**src/rtl/rfrac_pkg.sv**
```systemverilog
// Shared types and constants for the RNS-to-mixed-radix fractional converter.
// The digit-word typedefs keep digit 1 (D1 / A3) in the least-significant slot.
package rfrac_pkg;

    localparam int RNS_DIGITS     = 6;
    localparam int MR_DIGITS      = 4;
    localparam int RFRAC_DIGIT_W  = 18;
    localparam int RFRAC_STG1_LAT = 6;

    typedef logic [RNS_DIGITS-1:0][RFRAC_DIGIT_W-1:0] rns_word_t;
    typedef logic [MR_DIGITS-1:0][RFRAC_DIGIT_W-1:0]  mr_word_t;

    // Requester index reached by stepping 'offset' places from 'base' around the ring.
    function automatic int rr_index(input int base, input int offset, input int n);
        return (base + offset) % n;
    endfunction

endpackage

```
**src/rtl/rfrac_conv_sched_if.sv**
```systemverilog
// Request and result handshake buses of the stage-1 issue scheduler.
// The scheduler takes the slave modport; requesters/consumer take master.
interface rfrac_conv_sched_if #(
    parameter int NUM_REQ = 2,
    parameter int DIGIT_W = 18,
    parameter int TAG_W   = 1
) ();
    import rfrac_pkg::*;

    logic [NUM_REQ-1:0]                    req_valid;
    logic [NUM_REQ-1:0]                    req_ready;
    logic [NUM_REQ*RNS_DIGITS*DIGIT_W-1:0] req_rns;
    logic                                  out_valid;
    logic                                  out_ready;
    logic [MR_DIGITS*DIGIT_W-1:0]          out_mr;
    logic [TAG_W-1:0]                      out_tag;

    modport master (
        output req_valid, req_rns, out_ready,
        input  req_ready, out_valid, out_mr, out_tag
    );

    modport slave (
        input  req_valid, req_rns, out_ready,
        output req_ready, out_valid, out_mr, out_tag
    );

endinterface

```
**src/rtl/rfrac_res_fifo.sv**
```systemverilog
// First-word-fall-through result FIFO holding {tag, mixed-radix digits}.
// Synchronous clear empties it; depth must be a power of two.
module rfrac_res_fifo #(
    parameter int DEPTH  = 4,
    parameter int DATA_W = 73
) (
    input  logic              clk,
    input  logic              rst_n,
    input  logic              clr,
    input  logic              push,
    input  logic [DATA_W-1:0] push_data,
    input  logic              pop,
    output logic              head_valid,
    output logic [DATA_W-1:0] head_data
);

    localparam int            PTR_W = $clog2(DEPTH);
    localparam logic [PTR_W:0] PTR_ONE = 1;

    logic [PTR_W:0]    wr_ptr;
    logic [PTR_W:0]    rd_ptr;
    logic [DATA_W-1:0] mem [DEPTH];

    always_ff @(posedge clk or negedge rst_n) begin
        if (!rst_n) begin
            wr_ptr <= '0;
            rd_ptr <= '0;
        end else if (clr) begin
            wr_ptr <= '0;
            rd_ptr <= '0;
        end else begin
            if (push) wr_ptr <= wr_ptr + PTR_ONE;
            if (pop)  rd_ptr <= rd_ptr + PTR_ONE;
        end
    end

    // NOTE: storage is deliberately not reset; head_valid qualifies every read of it.
    always_ff @(posedge clk) begin
        if (push && !clr) mem[wr_ptr[PTR_W-1:0]] <= push_data;
    end

    assign head_valid = (wr_ptr != rd_ptr);
    assign head_data  = mem[rd_ptr[PTR_W-1:0]];

endmodule

```
**src/rtl/rfrac_conv_sched.sv**
```systemverilog
// Stage-1 issue scheduler: round-robin arbitration into a fixed-latency datapath,
// tag tracking alongside it, and credit-limited capture of results into a FIFO.
module rfrac_conv_sched
    import rfrac_pkg::*;
#(
    parameter int NUM_REQ    = 2,
    parameter int DIGIT_W    = RFRAC_DIGIT_W,
    parameter int PIPE_LAT   = RFRAC_STG1_LAT,
    parameter int FIFO_DEPTH = 4,
    parameter int TAG_W      = 1
) (
    input  logic                          clk,
    input  logic                          reset_n,
    input  logic                          clr,
    rfrac_conv_sched_if.slave             bus,
    output logic [RNS_DIGITS*DIGIT_W-1:0] conv_rns,
    input  logic [MR_DIGITS*DIGIT_W-1:0]  conv_mr,
    output logic                          busy
);

    localparam int RNS_W  = RNS_DIGITS * DIGIT_W;
    localparam int MR_W   = MR_DIGITS * DIGIT_W;
    localparam int RES_W  = TAG_W + MR_W;
    localparam int CRED_W = $clog2(FIFO_DEPTH + 1);
    localparam logic [CRED_W-1:0] CRED_FULL = CRED_W'(FIFO_DEPTH);
    localparam logic [CRED_W-1:0] CRED_ONE  = 1;

    logic [TAG_W-1:0]               rr_ptr;
    logic [TAG_W-1:0]               grant_idx;
    logic                           grant_found;
    logic                           issue_ok;
    logic                           xfer;
    logic                           pop;
    logic [CRED_W-1:0]              credits;
    logic [PIPE_LAT:0]              vld_sr;
    logic [PIPE_LAT:0][TAG_W-1:0]   tag_sr;
    logic                           res_push;
    logic                           head_valid;
    logic [RES_W-1:0]               head_data;

    assign pop      = bus.out_valid && bus.out_ready;
    assign issue_ok = (credits != CRED_FULL) || pop;

    // rr_ptr holds the first requester to consider, i.e. last grant + 1.
    always_comb begin
        // NOTE: blocking assignments with defaults first keep this block latch-free.
        grant_found = 1'b0;
        grant_idx   = '0;
        for (int i = 0; i < NUM_REQ; i++) begin
            if (!grant_found && bus.req_valid[rr_index(int'(rr_ptr), i, NUM_REQ)]) begin
                grant_found = 1'b1;
                grant_idx   = TAG_W'(rr_index(int'(rr_ptr), i, NUM_REQ));
            end
        end
    end

    always_comb begin
        bus.req_ready = '0;
        if (grant_found && issue_ok && !clr && reset_n) bus.req_ready[grant_idx] = 1'b1;
    end

    assign xfer = |(bus.req_valid & bus.req_ready);

    // Stage 0 tracks the conv_rns register; stage PIPE_LAT lines up with conv_mr.
    always_ff @(posedge clk or negedge reset_n) begin
        if (!reset_n) begin
            conv_rns <= '0;
            rr_ptr   <= '0;
            vld_sr   <= '0;
            tag_sr   <= '0;
        end else begin
            conv_rns <= xfer ? bus.req_rns[int'(grant_idx)*RNS_W +: RNS_W] : '0;
            vld_sr   <= clr ? '0 : {vld_sr[PIPE_LAT-1:0], xfer};
            tag_sr   <= {tag_sr[PIPE_LAT-1:0], grant_idx};
            if (xfer) rr_ptr <= TAG_W'(rr_index(int'(grant_idx), 1, NUM_REQ));
        end
    end

    always_ff @(posedge clk or negedge reset_n) begin
        if (!reset_n) begin
            credits <= '0;
        end else if (clr) begin
            credits <= '0;
        end else if (xfer && !pop) begin
            credits <= credits + CRED_ONE;
        end else if (!xfer && pop) begin
            credits <= credits - CRED_ONE;
        end
    end

    assign res_push = vld_sr[PIPE_LAT];

    rfrac_res_fifo #(
        .DEPTH  (FIFO_DEPTH),
        .DATA_W (RES_W)
    ) u_fifo (
        .clk        (clk),
        .rst_n      (reset_n),
        .clr        (clr),
        .push       (res_push),
        .push_data  ({tag_sr[PIPE_LAT], conv_mr}),
        .pop        (pop),
        .head_valid (head_valid),
        .head_data  (head_data)
    );

    assign bus.out_valid              = head_valid;
    assign {bus.out_tag, bus.out_mr}  = head_valid ? head_data : '0;
    assign busy                       = (credits != '0);

endmodule
```
**src/flat_wrapper.sv**
```systemverilog
// flat-port wrapper written by rule: the top's interface ports become plain ports
module rfrac_conv_sched_flat import rfrac_pkg::*;
#(
    parameter int NUM_REQ    = 2,
    parameter int DIGIT_W    = RFRAC_DIGIT_W,
    parameter int PIPE_LAT   = RFRAC_STG1_LAT,
    parameter int FIFO_DEPTH = 4,
    parameter int TAG_W      = 1
)
  (clk, reset_n, clr, conv_rns, conv_mr, busy, bus_req_valid, bus_req_rns, bus_out_ready, bus_req_ready, bus_out_valid, bus_out_mr, bus_out_tag);
  rfrac_conv_sched_if #(.NUM_REQ(NUM_REQ), .DIGIT_W(DIGIT_W), .TAG_W(TAG_W)) bus_i ();
  input  logic clk;
  input  logic reset_n;
  input  logic clr;
  output logic [RNS_DIGITS*DIGIT_W-1:0] conv_rns;
  input  logic [MR_DIGITS*DIGIT_W-1:0] conv_mr;
  output logic busy;
  input wire logic [$bits(bus_i.req_valid)-1:0] bus_req_valid;
  input wire logic [$bits(bus_i.req_rns)-1:0] bus_req_rns;
  input wire logic [$bits(bus_i.out_ready)-1:0] bus_out_ready;
  output wire logic [$bits(bus_i.req_ready)-1:0] bus_req_ready;
  output wire logic [$bits(bus_i.out_valid)-1:0] bus_out_valid;
  output wire logic [$bits(bus_i.out_mr)-1:0] bus_out_mr;
  output wire logic [$bits(bus_i.out_tag)-1:0] bus_out_tag;
  assign bus_i.req_valid = bus_req_valid;
  assign bus_i.req_rns = bus_req_rns;
  assign bus_i.out_ready = bus_out_ready;
  assign bus_req_ready = bus_i.req_ready;
  assign bus_out_valid = bus_i.out_valid;
  assign bus_out_mr = bus_i.out_mr;
  assign bus_out_tag = bus_i.out_tag;
  rfrac_conv_sched #(.NUM_REQ(NUM_REQ), .DIGIT_W(DIGIT_W), .PIPE_LAT(PIPE_LAT), .FIFO_DEPTH(FIFO_DEPTH), .TAG_W(TAG_W)) u_core (.clk(clk), .reset_n(reset_n), .clr(clr), .bus(bus_i), .conv_rns(conv_rns), .conv_mr(conv_mr), .busy(busy));
endmodule
```
**config.mk**
```make
export PLATFORM = sky130hd
export DESIGN_NAME = rfrac_conv_sched_flat
export DESIGN_NICKNAME = d
export VERILOG_FILES = /design/src/rtl/rfrac_pkg.sv /design/src/rtl/rfrac_conv_sched_if.sv /design/src/rtl/rfrac_res_fifo.sv /design/src/rtl/rfrac_conv_sched.sv /design/src/flat_wrapper.sv
export SDC_FILE = /design/constraint.sdc
export NUM_CORES = 1
export LEC_CHECK = 0
export ABC_AREA = 0
export BUFFER_PORTS_ARGS = -buffer_cell sky130_fd_sc_hd__buf_2
export CAP_MARGIN = 15
export CELL_PAD_IN_SITES_DETAIL_PLACEMENT = 1
export CELL_PAD_IN_SITES_GLOBAL_PLACEMENT = 2
export CORE_UTILIZATION = 25
export DETAILED_ROUTE_END_ITERATION = 8
export PLACE_DENSITY = 0.61
export SKIP_LAST_GASP = 1
export SYNTH_ARGS = -nofsm -noshare
export SYNTH_HDL_FRONTEND = slang
export SYNTH_HIERARCHICAL = 1
export SYNTH_SLANG_ARGS = --single-unit
```
**constraint.sdc**
```tcl
create_clock -name clk -period 3.2 [get_ports clk]
set_input_delay 0.64 -clock clk [delete_from_list [all_inputs] [get_ports clk]]
set_output_delay 0.64 -clock clk [all_outputs]
set_load 0.02 [all_outputs]
```
Word-level counts from Yosys, hierarchy flattened

Memory sizes are Yosys's and may differ from the RTL's.
Index checks and enable logic that the tools add are counted.
W data, S select, Z words.

$mul: 1
Bitwise operators: 2
$add $sub $neg: 6
Muxes and demuxes: 24
Order comparisons: 4
Equality and inequality tests: 2
Shift-type cells: 1
Reduce and logical (&&, ||, !) cells: 19

Operators by type and width:

| kind                  | count |
|---|---|
| $shiftx A216 B32 Y108 | 1 |
| $mux W108             | 1 |
| $mux W73              | 1 |
| $mux W3               | 7 |
| $mux W1               | 12 |
| $add A3 B1 Y3 const B | 3 |
| $logic_and A1 B1 Y1   | 9 |
| $mux W7               | 1 |
| $mul A1 B5 Y6 const B | 1 |
| $reduce_bool A3 Y1    | 2 |
| $logic_not A1 Y1      | 4 |
| $lt A1 B2 Y1 const B  | 2 |
| $reduce_bool A2 Y1    | 2 |
| $lt A2 B3 Y1 const B  | 1 |
| $ne A3 B3 Y1          | 1 |
| $ne A3 B3 Y1 const B  | 1 |
| $sub A3 B1 Y3 const B | 1 |
| $add A1 B1 Y1 const B | 2 |
| $and A2 B2 Y2         | 1 |
| $mux W2               | 1 |
| $reduce_or A2 Y1      | 1 |
| $and A1 B1 Y1 const A | 1 |
| $demux W1 S1          | 1 |
| $ge A1 B1 Y1 const B  | 1 |
| $logic_or A1 B1 Y1    | 1 |

Word-level logic and storage cells: 73
Register bits after elaboration: 132
Memories: 1
Bits in writable memories: 292

Memories:

| memory            | depth | width | read ports | clocked after Yosys merged registers in | wr ports | RTL line             | source |
|---|---|---|---|---|---|---|---|
| u_core.u_fifo.mem | 4     | 73    | 1          | 0                                       | 1        | rfrac_res_fifo.sv:22 | `logic [DATA_W-1:0] mem [DEPTH];` |

Longest topological paths before layout

Gate-level depths: netlist of run 1.

Depth in word-level cells: 19
Gate-level depth with buffers: 10
Mapped depth without buffers: 9

Hierarchy

The synthesis of run 1 kept the hierarchy.

By module, submodules not included:

| module           | sequential area each (um^2) | area each (um^2) | cells an instance | instances |
|---|---|---|---|---|
| rfrac_res_fifo   | 8918.6                      | 10914.2          | 417               | 1 |
| rfrac_conv_sched | 3153.0                      | 5447.7           | 613               | 1 |

Worst setup path after synthesis of run 1

OpenSTA, ideal clock, no wires.

Path kind: input port to flip-flop
Start: input clr
End: memory u_core.u_fifo.mem[0][0] (enable)
Path buffers: 0
Library setup time: 439 ps
Path slack: 223 ps
Data required time: 2761 ps
Arrival time: 2537 ps
Cell stages on the path: 2
Cell sequence: nor2b_1 -> and2_1

Longest elaborated chain between the ends: 4

Ends and longest elaborated chain:

| item                          | RTL line             | source |
|---|---|---|
| start: declaration            | flat_wrapper.sv:14   | `input logic clr;` |
| $logic_not A1 Y1              | rfrac_res_fifo.sv:39 | `if (push && !clr) mem[wr_ptr[PTR_W-1:0]] <= push_data;` |
| $logic_and A1 B1 Y1           | rfrac_res_fifo.sv:39 |  |
| $mux W1                       | rfrac_res_fifo.sv:39 |  |
| $mux W1 (implied by the code) | rfrac_res_fifo.sv:39 |  |
| end: declaration              | rfrac_res_fifo.sv:22 |  |

Every way passes these cells.

Worst setup path after layout of run 1

Start: input reset_n
End: output bus_req_ready[0]

Longest elaborated chain between the ends: 2

Ends and longest elaborated chain:

| item                | RTL line               | source |
|---|---|---|
| start: declaration  | flat_wrapper.sv:13     | `input logic reset_n;` |
| $logic_and A1 B1 Y1 | rfrac_conv_sched.sv:59 | `if (grant_found && issue_ok && !clr && reset_n) bus.req_ready[grant_idx] = 1'b1;` |
| $mux W2             | rfrac_conv_sched.sv:59 |  |
| end: declaration    | flat_wrapper.sv:21     | `output wire logic [$bits(bus_i.req_ready)-1:0] bus_req_ready;` |

Every way passes these cells.

==> flow_metrics.py, run 1 <==
metrics = {
    "power": {
        "max-vdd-ir-drop_uv": 368,
        "share_comb_of_total_power": 0.091,
        "power_per_cell_area_mw_per_mm2": 601,
        "intPower_w": 0.00984,
        "share_seq_of_total_power": 0.470,
        "clkPwrFrac": 0.439,
        "switching_power_w": 0.00312,
        "switching_portion_of_total_power": 0.241,
        "static-leakage-power_nw": 9.00,
    },
    "timing": {
        "final.min_clock_period_ns": 3.06,
        "report.final.setup_viol": 0,
        "period_share": 0.955,
        "clock-skew-final_ns": 0.0109,
        "timing.max_slew.rel_slack": 0.349,
        "worst_path_setup_slack_after_routing_ns": 0.144,
        "final-hold-violation-count": 0,
        "fmax_mhz": 327,
        "grt_setup_unrepaired": "no",
        "worst-slew-pin-transition_ns": 0.977,
        "timing_max_transition_violations_final": 0,
        "tns_ns": 0,
    },
    "synth": {
        "average_size_of_a_mapped_cell_um2": 15.9,
        "post_synth_mux_area_share": 0.103,
        "syn-instance-count": 1030,
        "synth_xor_area_frac": 0.00321,
        "main_combinational_cell_family_by_area_after_synthesis": "multiplexers",
        "syn-cell-area_mm2": 0.0164,
        "yosys.area_share.simple": 0.0882,
        "synth_most_common_cell": "edfxtp_1",
        "synth_fa_ha_area_frac": 0.00505,
        "ys_seq_elements": 424,
        "synth_seq_area_share": 0.738,
        "synth.top_cell.area_share": 0.536,
        "yosysWarningCount": 6,
        "post_synth_num_cell_types": 32,
        "syn_nets": 1330,
        "synth.cells.most_frequent": "edfxtp_1 (292), nand2_1 (219), dfrtp_1 (132)",
        "netlist.top_cell.by_area": "edfxtp_1",
        "synth-edff-count": 292,
        "synth_ff_type": "edfxtp_1",
        "async_reset_ff_frac": 0.311,
        "synth_compound_gate_area_share": 0.0399,
        "synth_area_leaders": "edfxtp_1 (54%), dfrtp_1 (20%), mux4_2 (10%)",
    },
    "finish": {
        "drive_gt1_frac": 0.421,
        "finalCoreUtilization": 0.334,
        "combined_area_of_the_multi_input_logic_cells_mm2": 0.00396,
        "fillerInstances": 6939,
        "final_nets": 1825,
        "syn_to_final_growth_pct": 31.8,
        "regArea_mm2": 0.0121,
    },
    "clocking": {
        "htreeDepth": 2,
        "cts_root_buffer": "clkbuf_16",
        "clock_tree_from_tritoncts": "done",
        "clockBufferDepth": 3,
        "insertion_delay_ns": 0.57,
        "clock_sink_count": 424,
        "clk_transition_reported_paths_ns": 0.06,
        "cts-buffers-inserted": 49,
    },
    "place": {
        "routability_driven_placement_congestion_ratio": 0.773,
        "pre_cts_slack_ns": 0.614,
        "placement.io_buffers": 478,
        "dp.final_hpwl_mm": 34.1,
    },
    "worst_setup_path": {
        "startpoint": "reset_n",
        "crit_path_top_delay_cell": "dlygate4sd3_1",
        "crit_end": "bus_req_ready[0]",
        "worst_setup_slack_for_register_to_register_paths_ns": 0.76,
        "rr_endpoint": "u_core/conv_rns[36]",
        "endpoint_kind": "output pin",
        "path_cells": "dlygate4sd3_1 > buf_6 > nor2b_1 > and2_1 > o21ai_4 > nor2_1 > buf_2",
        "slowest_delay_ns": 0.57,
        "timing.critical_path.depth": 7,
        "critical_path_buf_inv_count": 3,
        "crit_family": "buffers and inverters",
        "reg2reg_from": "u_core/u_fifo/rd_ptr[0]",
        "ff2ff_path_depth": 8,
        "cp_max_fo": 8,
        "setup.worst_path.start_class": "input pin",
        "timing.critical_path.required_ns": 2.56,
        "worstPathArrival_ns": 2.42,
        "criticalPathCategory": "in2out",
    },
    "global_routing": {
        "grt_max_degree": 111,
        "grt_first_pass_wirelength_mm": 75.5,
        "grt_usage": 0.152,
        "antenna_found_initial": 14,
        "globalRouteOverflowTotal": 0,
        "grt_pass1_vias": 11632,
    },
    "min_path": {
        "hold_path_class": "in2reg",
        "min_from": "conv_mr[12]",
    },
    "detailed_routing": {
        "drt-initial-drc-count": 389,
        "vias": 10500,
        "totalWireLength_mm": 50.3,
        "drt_drc_violations_left": 0,
        "drt.antenna.violating_nets": 0,
        "route.detailed.wl_per_inst_um": 20.7,
        "vias_per_cell": 4.33,
        "drt-pass1-iter-count": 6,
    },
    "floorplan": {
        "die_y_um": 258,
        "io-pin-count": 479,
        "die_width_um": 258,
        "initial_utilization": 0.253,
        "core_region_area_mm2": 0.0646,
        "die_outline_area_mm2": 0.0665,
        "rows": 93,
    },
    "outcome": {
        "outcome": "finished, final reports clean",
    },
    "job": {
        "max-cap-violations": 0,
    },
}
==> layer usage <==
layer	up-vias	part of all wire	track usage
li1	4750	-	-
met1	5280	0.40	0.180
met2	368	0.49	0.258
met3	84	0.077	0.0480
met4	18	0.034	0.0544
met5	-	0.0024	0
==> cells by family after synthesis <==
family / Yosys count
DFF: 424
muxes: 77
AOI/OAI and AO/OA: 125
adders and majority gates: 6
and+or+nand+nor: 321
buffers and inverters: 71
xor gates and xnor gates: 6
==> worst min-delay path by stage <==
| stage | end | depth (start not counted) |
|---|---|---|
| 2_1_floorplan | u_core/tag_sr[1] | 0 |
| 3_3_place_gp | u_core/tag_sr[1] | 0 |
| 3_5_place_dp | u_core/tag_sr[4] | 0 |
| 4_1_cts | u_core/u_fifo/mem[1][16] | 1 |
| 5_1_grt | u_core/u_fifo/mem[0][12] | 1 |
| 6_report | u_core/u_fifo/mem[0][12] | 1 |
==> sequential cells by signal, indices dropped and copies added (netlist names) <==
register and flops:
u_core/credits 3, u_core/tag_sr 7, u_core/u_fifo/rd_ptr 3, u_core/vld_sr 7, u_core/conv_rns 108, u_core/u_fifo/mem 292, u_core/rr_ptr 1, u_core/u_fifo/wr_ptr 3
==> cell type report <==
| type | count | share of cell area |
|---|---|---|
| diodes | 6 | 0.000696 |
| clock buffers | 56 | 0.0591 |
| clock inverters | 36 | 0.0172 |
| inverters | 10 | 0.00180 |
| multi-input cells | 536 | 0.184 |
| flip-flops and latches | 424 | 0.560 |
| well taps | 855 | 0.0496 |
| repair buffers | 504 | 0.128 |
==> power groups by stage <==
stage,Clock (W),Combinational [W],Sequential (W)
finish,0.00569,0.00118,0.00609
global route,0.00610,0.00130,0.00610
CTS,0.00593,0.00120,0.00609
detailed placement,0,0.00119,0.00620
global placement,0,0.00117,0.00619
floorplan,0,0.000454,0.00632
==> layout by cell type, fill, tap and decap left out, types with 7 or more instances in the layout <==
cell	synthesis	routed
clkinv_2	0	8
inv_1	9	8
and2_1	78	74
edfxtp_1	292	292
nand2_1	219	219
buf_4	12	13
nor2b_1	8	8
bufinv_16	0	7
a21oi_1	114	114
buf_12	0	9
nor2_1	8	8
clkinv_1	0	17
dfrtp_1	132	130
mux4_2	73	73
buf_2	15	477
clkbuf_16	0	50
==> timing repair <==
item,CTS,global route
setup buffers,0,2
hold buffers,1,0
pin swaps,1,1
resized for setup,2,1
cloned,2,0
hold endpoints to repair,2,0
endpoints found under the setup margin,21,3
==> metrics by stage <==
| stage | hold WS, ns | std cells | instance area, um^2 | power (W) |
|---|---|---|---|---|
| finish | 0.273 | 2427 | 21600 | 0.0130 |
| floorplan | 0.331 | 1030 | 16400 | 0.00678 |
| detailed placement | 0.336 | 2324 | 19800 | 0.00738 |
| CTS | 0.222 | 2419 | 21500 | 0.0132 |
| global placement | 0.335 | 2324 | 19800 | 0.00736 |
| global route | 0.239 | 2422 | 21500 | 0.0135 |
Note: power is estimated with default switching activity, not from simulation.
==> run 2, diff against run 1 <==
--- a/config.mk
+++ b/config.mk
@@ -12,9 +12,8 @@
 export CELL_PAD_IN_SITES_GLOBAL_PLACEMENT = 2
 export CORE_UTILIZATION = 25
 export DETAILED_ROUTE_END_ITERATION = 8
-export PLACE_DENSITY = 0.61
+export PLACE_DENSITY = 0.6
 export SKIP_LAST_GASP = 1
 export SYNTH_ARGS = -nofsm -noshare
 export SYNTH_HDL_FRONTEND = slang
-export SYNTH_HIERARCHICAL = 1
 export SYNTH_SLANG_ARGS = --single-unit
==> flow_metrics.py, run 2 <==
metrics = {
    "timing": {
        "final.min_clock_period_ns": 3.04,
        "timing.max_slew.rel_slack": 0.466,
        "hold_ws_ns": 0.178,
        "report.final.setup_viol": 0,
        "timing_max_transition_violations_final": 0,
        "period_share": 0.950,
        "tns_ns": 0,
        "worst-slew-pin-transition_ns": 0.801,
        "clock-skew-final_ns": 0.0223,
        "grt_setup_unrepaired": "no",
        "fmax_mhz": 329,
        "final-hold-violation-count": 0,
    },
    "worst_setup_path": {
        "crit_family": "multiplexers",
        "crit_path_top_delay_cell": "mux4_2",
        "path_cells": "buf_16 > mux4_2 > and2_1 > buf_2",
        "timing.critical_path.required_ns": 2.56,
        "critical_path_buf_inv_count": 2,
        "worstPathArrival_ns": 2.40,
        "endpoint_kind": "output pin",
        "setup.worst_path.start_class": "flop",
        "cp_max_fo": 38,
        "criticalPathCategory": "reg2out",
        "slowest_delay_ns": 0.61,
    },
    "floorplan": {
        "die_width_um": 260,
        "die_outline_area_mm2": 0.0677,
        "die_y_um": 260,
        "core_region_area_mm2": 0.0659,
        "initial_utilization": 0.253,
        "io-pin-count": 479,
        "rows": 94,
    },
    "clocking": {
        "cts-buffers-inserted": 50,
        "cts_root_buffer": "clkbuf_16",
        "clockBufferDepth": 3,
        "htreeDepth": 2,
        "insertion_delay_ns": 0.59,
        "clock_tree_from_tritoncts": "done",
        "clk_transition_reported_paths_ns": 0.06,
        "cts_hold_buffers": 0,
        "clock_sink_count": 424,
    },
    "job": {
        "max-cap-violations": 0,
    },
    "synth": {
        "yosysWarningCount": 0,
        "netlist.top_cell.by_area": "edfxtp_1",
        "syn-instance-count": 1031,
        "async_reset_ff_frac": 0.311,
        "synth.top_cell.area_share": 0.526,
        "synth_ff_type": "edfxtp_1",
        "synth-edff-count": 292,
        "ys_seq_elements": 424,
        "synth_seq_area_share": 0.725,
        "syn-cell-area_mm2": 0.0167,
        "synth.cells.most_frequent": "edfxtp_1 (292), nand2_1 (219), dfrtp_1 (132)",
        "average_size_of_a_mapped_cell_um2": 16.2,
        "syn_nets": 1331,
        "synth_most_common_cell": "edfxtp_1",
        "post_synth_num_cell_types": 36,
        "synth_area_leaders": "edfxtp_1 (53%), dfrtp_1 (20%), mux4_2 (9.9%)",
    },
    "power": {
        "static-leakage-power_nw": 9.06,
        "max-vdd-ir-drop_uv": 385,
        "power_per_cell_area_mw_per_mm2": 571,
    },
    "finish": {
        "finalCoreUtilization": 0.334,
        "final-instance-count-excl-fill": 2444,
        "syn_to_final_growth_pct": 32.0,
        "layout_commonest_cell": "buf_2",
        "drive_gt1_frac": 0.480,
        "largest_reg_flops": 292,
        "finish.instance_area_mm2": 0.0220,
        "final_nets": 1831,
        "final_cell_mix": "buf_2 (477), edfxtp_1 (292), nand2_1 (219), dfrtp_1 (130), a21oi_2 (80)",
    },
    "global_routing": {
        "grt_pass1_vias": 11614,
        "grt_first_pass_wirelength_mm": 77.1,
        "grt_usage": 0.155,
        "grt_max_degree": 134,
        "antenna_found_initial": 19,
        "globalRouteOverflowTotal": 0,
    },
    "place": {
        "place_inst": 2339,
        "dp.final_hpwl_mm": 35.1,
        "placement.cell_area_mm2": 0.0202,
        "routability_driven_placement_congestion_ratio": 0.794,
        "placement.io_buffers": 478,
    },
    "outcome": {
        "outcome": "finished, final reports clean",
    },
    "detailed_routing": {
        "drt.antenna.violating_nets": 0,
        "vias": 10549,
        "vias_per_cell": 4.32,
        "route.detailed.wl_per_inst_um": 21.7,
        "totalWireLength_mm": 53.0,
        "drt_drc_violations_left": 0,
        "drt-pass1-iter-count": 4,
        "drt-initial-drc-count": 399,
    },
    "min_path": {
        "hold_path_class": "in2async",
    },
}
==> run 2: path summary, 6_finish.rpt <==
kind,cells past startpoint,to,slack (ns),start
max in group asynchronous,2,u_core.conv_rns[21],2.39,reset_n
worst max-delay path,4,bus_out_mr[63],0.16,u_core.u_fifo.rd_ptr[0]
worst min-delay path,2,u_core.conv_rns[79],0.18,reset_n
worst min register to register,0,u_core.tag_sr[2],0.35,u_core.tag_sr[1]
worst max register to register,8,u_core.credits[2],0.90,u_core.u_fifo.wr_ptr[1]
min in group clk,1,u_core.u_fifo.mem[3][70],0.26,conv_mr[70]
==> run 2: report_power, final <==
part           switching, W  leakage, nW  internal (W)  total [W]
logic              0.000591         3.84      0.000311   0.000902
clock network       0.00233        0.802       0.00334    0.00567
registers         0.0000299         4.41       0.00597    0.00600
total               0.00295         9.06       0.00961     0.0126
==> run 2: what timing repair did <==
| item | 4_1_cts | 5_1_grt |
|---|---|---|
| resized for setup | 8 | 2 |
| pin swaps | 1 | 0 |
| setup endpoints to repair | 74 | 33 |
| gates cloned | 3 | 0 |
| setup buffers | 1 | 0 |
==> run 2: routing by layer <==
layer	vias up	global-route usage	wire length (um)	share of wire
met2	382	0.258	25900	0.49
met5	-	0	131	0.0025
li1	4758	-	-	-
met1	5289	0.185	20700	0.39
met4	20	0.0593	2000	0.038
met3	100	0.0528	4340	0.082
==> run 2: cell families after synthesis <==
| family | count (synthesis) | share of synthesized area |
|---|---|---|
| AOI/OAI and AO/OA | 125 | 0.0581 |
| and+or+nand+nor | 322 | 0.0870 |
| xor gates and xnor gates | 7 | 0.00368 |
| adders and majority gates | 6 | 0.00496 |
| DFF | 424 | 0.725 |
| muxes | 75 | 0.0999 |
| buffers and inverters | 72 | 0.0219 |
==> run 2: per-stage QoR <==
stage	total power (W)	setup slack, ns
2_1_floorplan	0.00655	0.223
3_3_place_gp	0.00701	0.471
3_5_place_dp	0.00703	0.336
4_1_cts	0.0128	-0.0137
5_1_grt	0.0131	0.0228
6_report	0.0126	0.160
==> run 2: area by class of cell <==
type                            count  area [um^2]
Fill cell                        7071        43900
Sequential cell                   424        12100
Multi-Input combinational cell    537         4330
Timing Repair Buffer              508         2800
Clock buffer                       61         1310
Tap cell                          864         1080
Clock inverter                     30          320
Inverter                           10         38.8
Antenna cell                       10         25.0
==> run 3, diff against run 2 <==
--- a/config.mk
+++ b/config.mk
@@ -10,9 +10,9 @@
 export CAP_MARGIN = 15
 export CELL_PAD_IN_SITES_DETAIL_PLACEMENT = 1
 export CELL_PAD_IN_SITES_GLOBAL_PLACEMENT = 2
-export CORE_UTILIZATION = 25
+export CORE_UTILIZATION = 36
 export DETAILED_ROUTE_END_ITERATION = 8
-export PLACE_DENSITY = 0.6
+export PLACE_DENSITY = 0.81
 export SKIP_LAST_GASP = 1
 export SYNTH_ARGS = -nofsm -noshare
 export SYNTH_HDL_FRONTEND = slang
==> flow_metrics.py, run 3 (synthesized netlist as in run 2, its figures left out) <==
metrics = {
    "outcome": {
        "outcome": "finished, final reports clean",
    },
    "global_routing": {
        "grt_busiest_layer": "met2",
        "grt_usage": 0.197,
        "grt_pass1_vias": 11158,
        "antenna_found_initial": 6,
        "globalRouteOverflowTotal": 0,
        "met3_track_demand_over_resource": 0.0484,
        "grt.met2_usage": 0.337,
        "use_met1": 0.242,
        "grt_first_pass_wirelength_mm": 69.1,
        "grt_max_degree": 110,
    },
    "finish": {
        "final_cell_mix": "buf_2 (477), edfxtp_1 (292), nand2_1 (219), dfrtp_1 (130), a21oi_2 (80)",
        "layout_commonest_cell": "buf_2",
        "fillerInstances": 4699,
        "drive_gt1_frac": 0.472,
        "syn_to_final_growth_pct": 28.0,
        "finish.instance_area_mm2": 0.0213,
        "regArea_mm2": 0.0121,
        "final_nets": 1819,
        "final-instance-count-excl-fill": 2157,
        "largest_reg_flops": 292,
        "finalCoreUtilization": 0.469,
        "combined_area_of_the_multi_input_logic_cells_mm2": 0.00427,
    },
    "detailed_routing": {
        "drt-initial-drc-count": 534,
        "drt_drc_violations_left": 0,
        "route.detailed.wl_per_inst_um": 21.6,
        "drt.antenna.violating_nets": 0,
        "totalWireLength_mm": 46.5,
        "drt-pass1-iter-count": 5,
        "vias_per_cell": 4.81,
        "vias": 10376,
    },
    "min_path": {
        "hold_path_class": "in2async",
    },
    "timing": {
        "timing_max_transition_violations_final": 0,
        "worst-slew-pin-transition_ns": 0.920,
        "final.min_clock_period_ns": 3.05,
        "fmax_mhz": 328,
        "report.final.setup_viol": 0,
        "tns_ns": 0,
        "hold_ws_ns": 0.282,
        "final-hold-violation-count": 0,
        "clock-skew-final_ns": 0.0177,
        "grt_setup_unrepaired": "no",
        "period_share": 0.952,
        "timing.max_slew.rel_slack": 0.387,
    },
    "power": {
        "max-vdd-ir-drop_uv": 315,
        "clkPwrFrac": 0.428,
        "switching_power_w": 0.00268,
        "switching_portion_of_total_power": 0.223,
        "intPower_w": 0.00935,
        "share_seq_of_total_power": 0.498,
        "share_comb_of_total_power": 0.073,
        "static-leakage-power_nw": 8.92,
        "power_per_cell_area_mw_per_mm2": 564,
    },
    "floorplan": {
        "die_y_um": 217,
        "initial_utilization": 0.366,
        "die_outline_area_mm2": 0.0471,
        "core_region_area_mm2": 0.0455,
        "rows": 78,
        "io-pin-count": 479,
        "die_width_um": 217,
    },
    "clocking": {
        "insertion_delay_ns": 0.55,
        "cts_root_buffer": "clkbuf_16",
        "clk_transition_reported_paths_ns": 0.06,
        "clock_tree_from_tritoncts": "done",
        "htreeDepth": 2,
        "clock_sink_count": 424,
        "cts_setup_buffers": 0,
        "cts-buffers-inserted": 45,
        "clockBufferDepth": 3,
    },
    "worst_setup_path": {
        "cp_max_fo": 59,
        "endpoint_kind": "output pin",
        "criticalPathCategory": "reg2out",
        "critical_path_buf_inv_count": 2,
        "setup.worst_path.start_class": "flop",
        "worstPathArrival_ns": 2.41,
        "slowest_delay_ns": 0.57,
        "path_cells": "buf_12 > mux4_2 > and2_1 > buf_2",
        "crit_family": "multiplexers",
        "crit_path_top_delay_cell": "mux4_2",
        "timing.critical_path.required_ns": 2.56,
    },
    "place": {
        "placement.cell_area_mm2": 0.0198,
        "routability_driven_placement_congestion_ratio": 0.817,
        "placement.io_buffers": 478,
        "place_inst": 2072,
        "dp.final_hpwl_mm": 32.5,
    },
    "job": {
        "max-cap-violations": 0,
    },
}
==> run 3: cell count changes in the layout (fill, tap and decap cells not counted), sizes merged <==
cell,change
buf,-5
bufinv,-1
clkinv,-6
clkinvlp,-1
diode,-8
or3,-2
==> run 3: power by group through the flow <==
stage / Clock (W) / Sequential (W) / Combinational, W
floorplan: 0 / 0.00620 / 0.000353
global placement: 0 / 0.00611 / 0.000873
detailed placement: 0 / 0.00611 / 0.000899
CTS: 0.00530 / 0.00600 / 0.000904
global route: 0.00548 / 0.00600 / 0.000968
finish: 0.00515 / 0.00600 / 0.000883
==> run 3: worst paths after layout <==
path                                         startpoint                  endpoint  slack, ns  cells past startpoint
worst max register to register  u_core.u_fifo.wr_ptr[1]         u_core.credits[2]       0.82                      8
worst min register to register         u_core.tag_sr[0]          u_core.tag_sr[1]       0.35                      0
worst max-delay path            u_core.u_fifo.rd_ptr[0]             bus_out_mr[3]       0.15                      4
worst min-delay path                            reset_n       u_core.conv_rns[97]       0.28                      2
min in group clk                            conv_mr[58]  u_core.u_fifo.mem[1][58]       0.30                      1
max in group asynchronous                       reset_n          u_core.tag_sr[0]       1.48                      3
==> run 3: repair_timing <==
action | in CTS | in global routing
setup endpoints to repair | 0 | 2
hold buffers | 0 | 0
gates resized for setup | 0 | 2
==> run 3: final cells by class <==
cell class              instances  share of cell area
diodes                          2            0.000235
clock buffers                  61              0.0590
clock inverters                22              0.0101
inverters                      10             0.00182
multi-input cells             535               0.200
flip-flops and latches        424               0.566
well taps                     600              0.0352
repair buffers                503               0.127
==> run 3: worst register-to-register path: stages (launching register included) <==
cell	delay, ns
dfrtp_1	0.45
xor2_2	0.23
o31ai_4	0.44
nor3b_2	0.35
fa_1	0.33
inv_1	0.06
a211o_1	0.22
nand4_1	0.10
o21ai_1	0.08
==> run 3: routing by layer <==
layer	share of wire	routed length [um]	vias to the layer above
li1	-	-	4711
met1	0.40	18400	5192
met2	0.51	23500	384
met3	0.064	2990	79
met4	0.032	1490	10
met5	0.0013	61	-
==> run 3: stage by stage <==
step	worst slack [ns]	power (W)
after floorplan	0.223	0.00655
after global placement	0.700	0.00698
after detailed placement	0.676	0.00701
after CTS	0.0738	0.0122
after global routing	0.0146	0.0124
final	0.154	0.0120
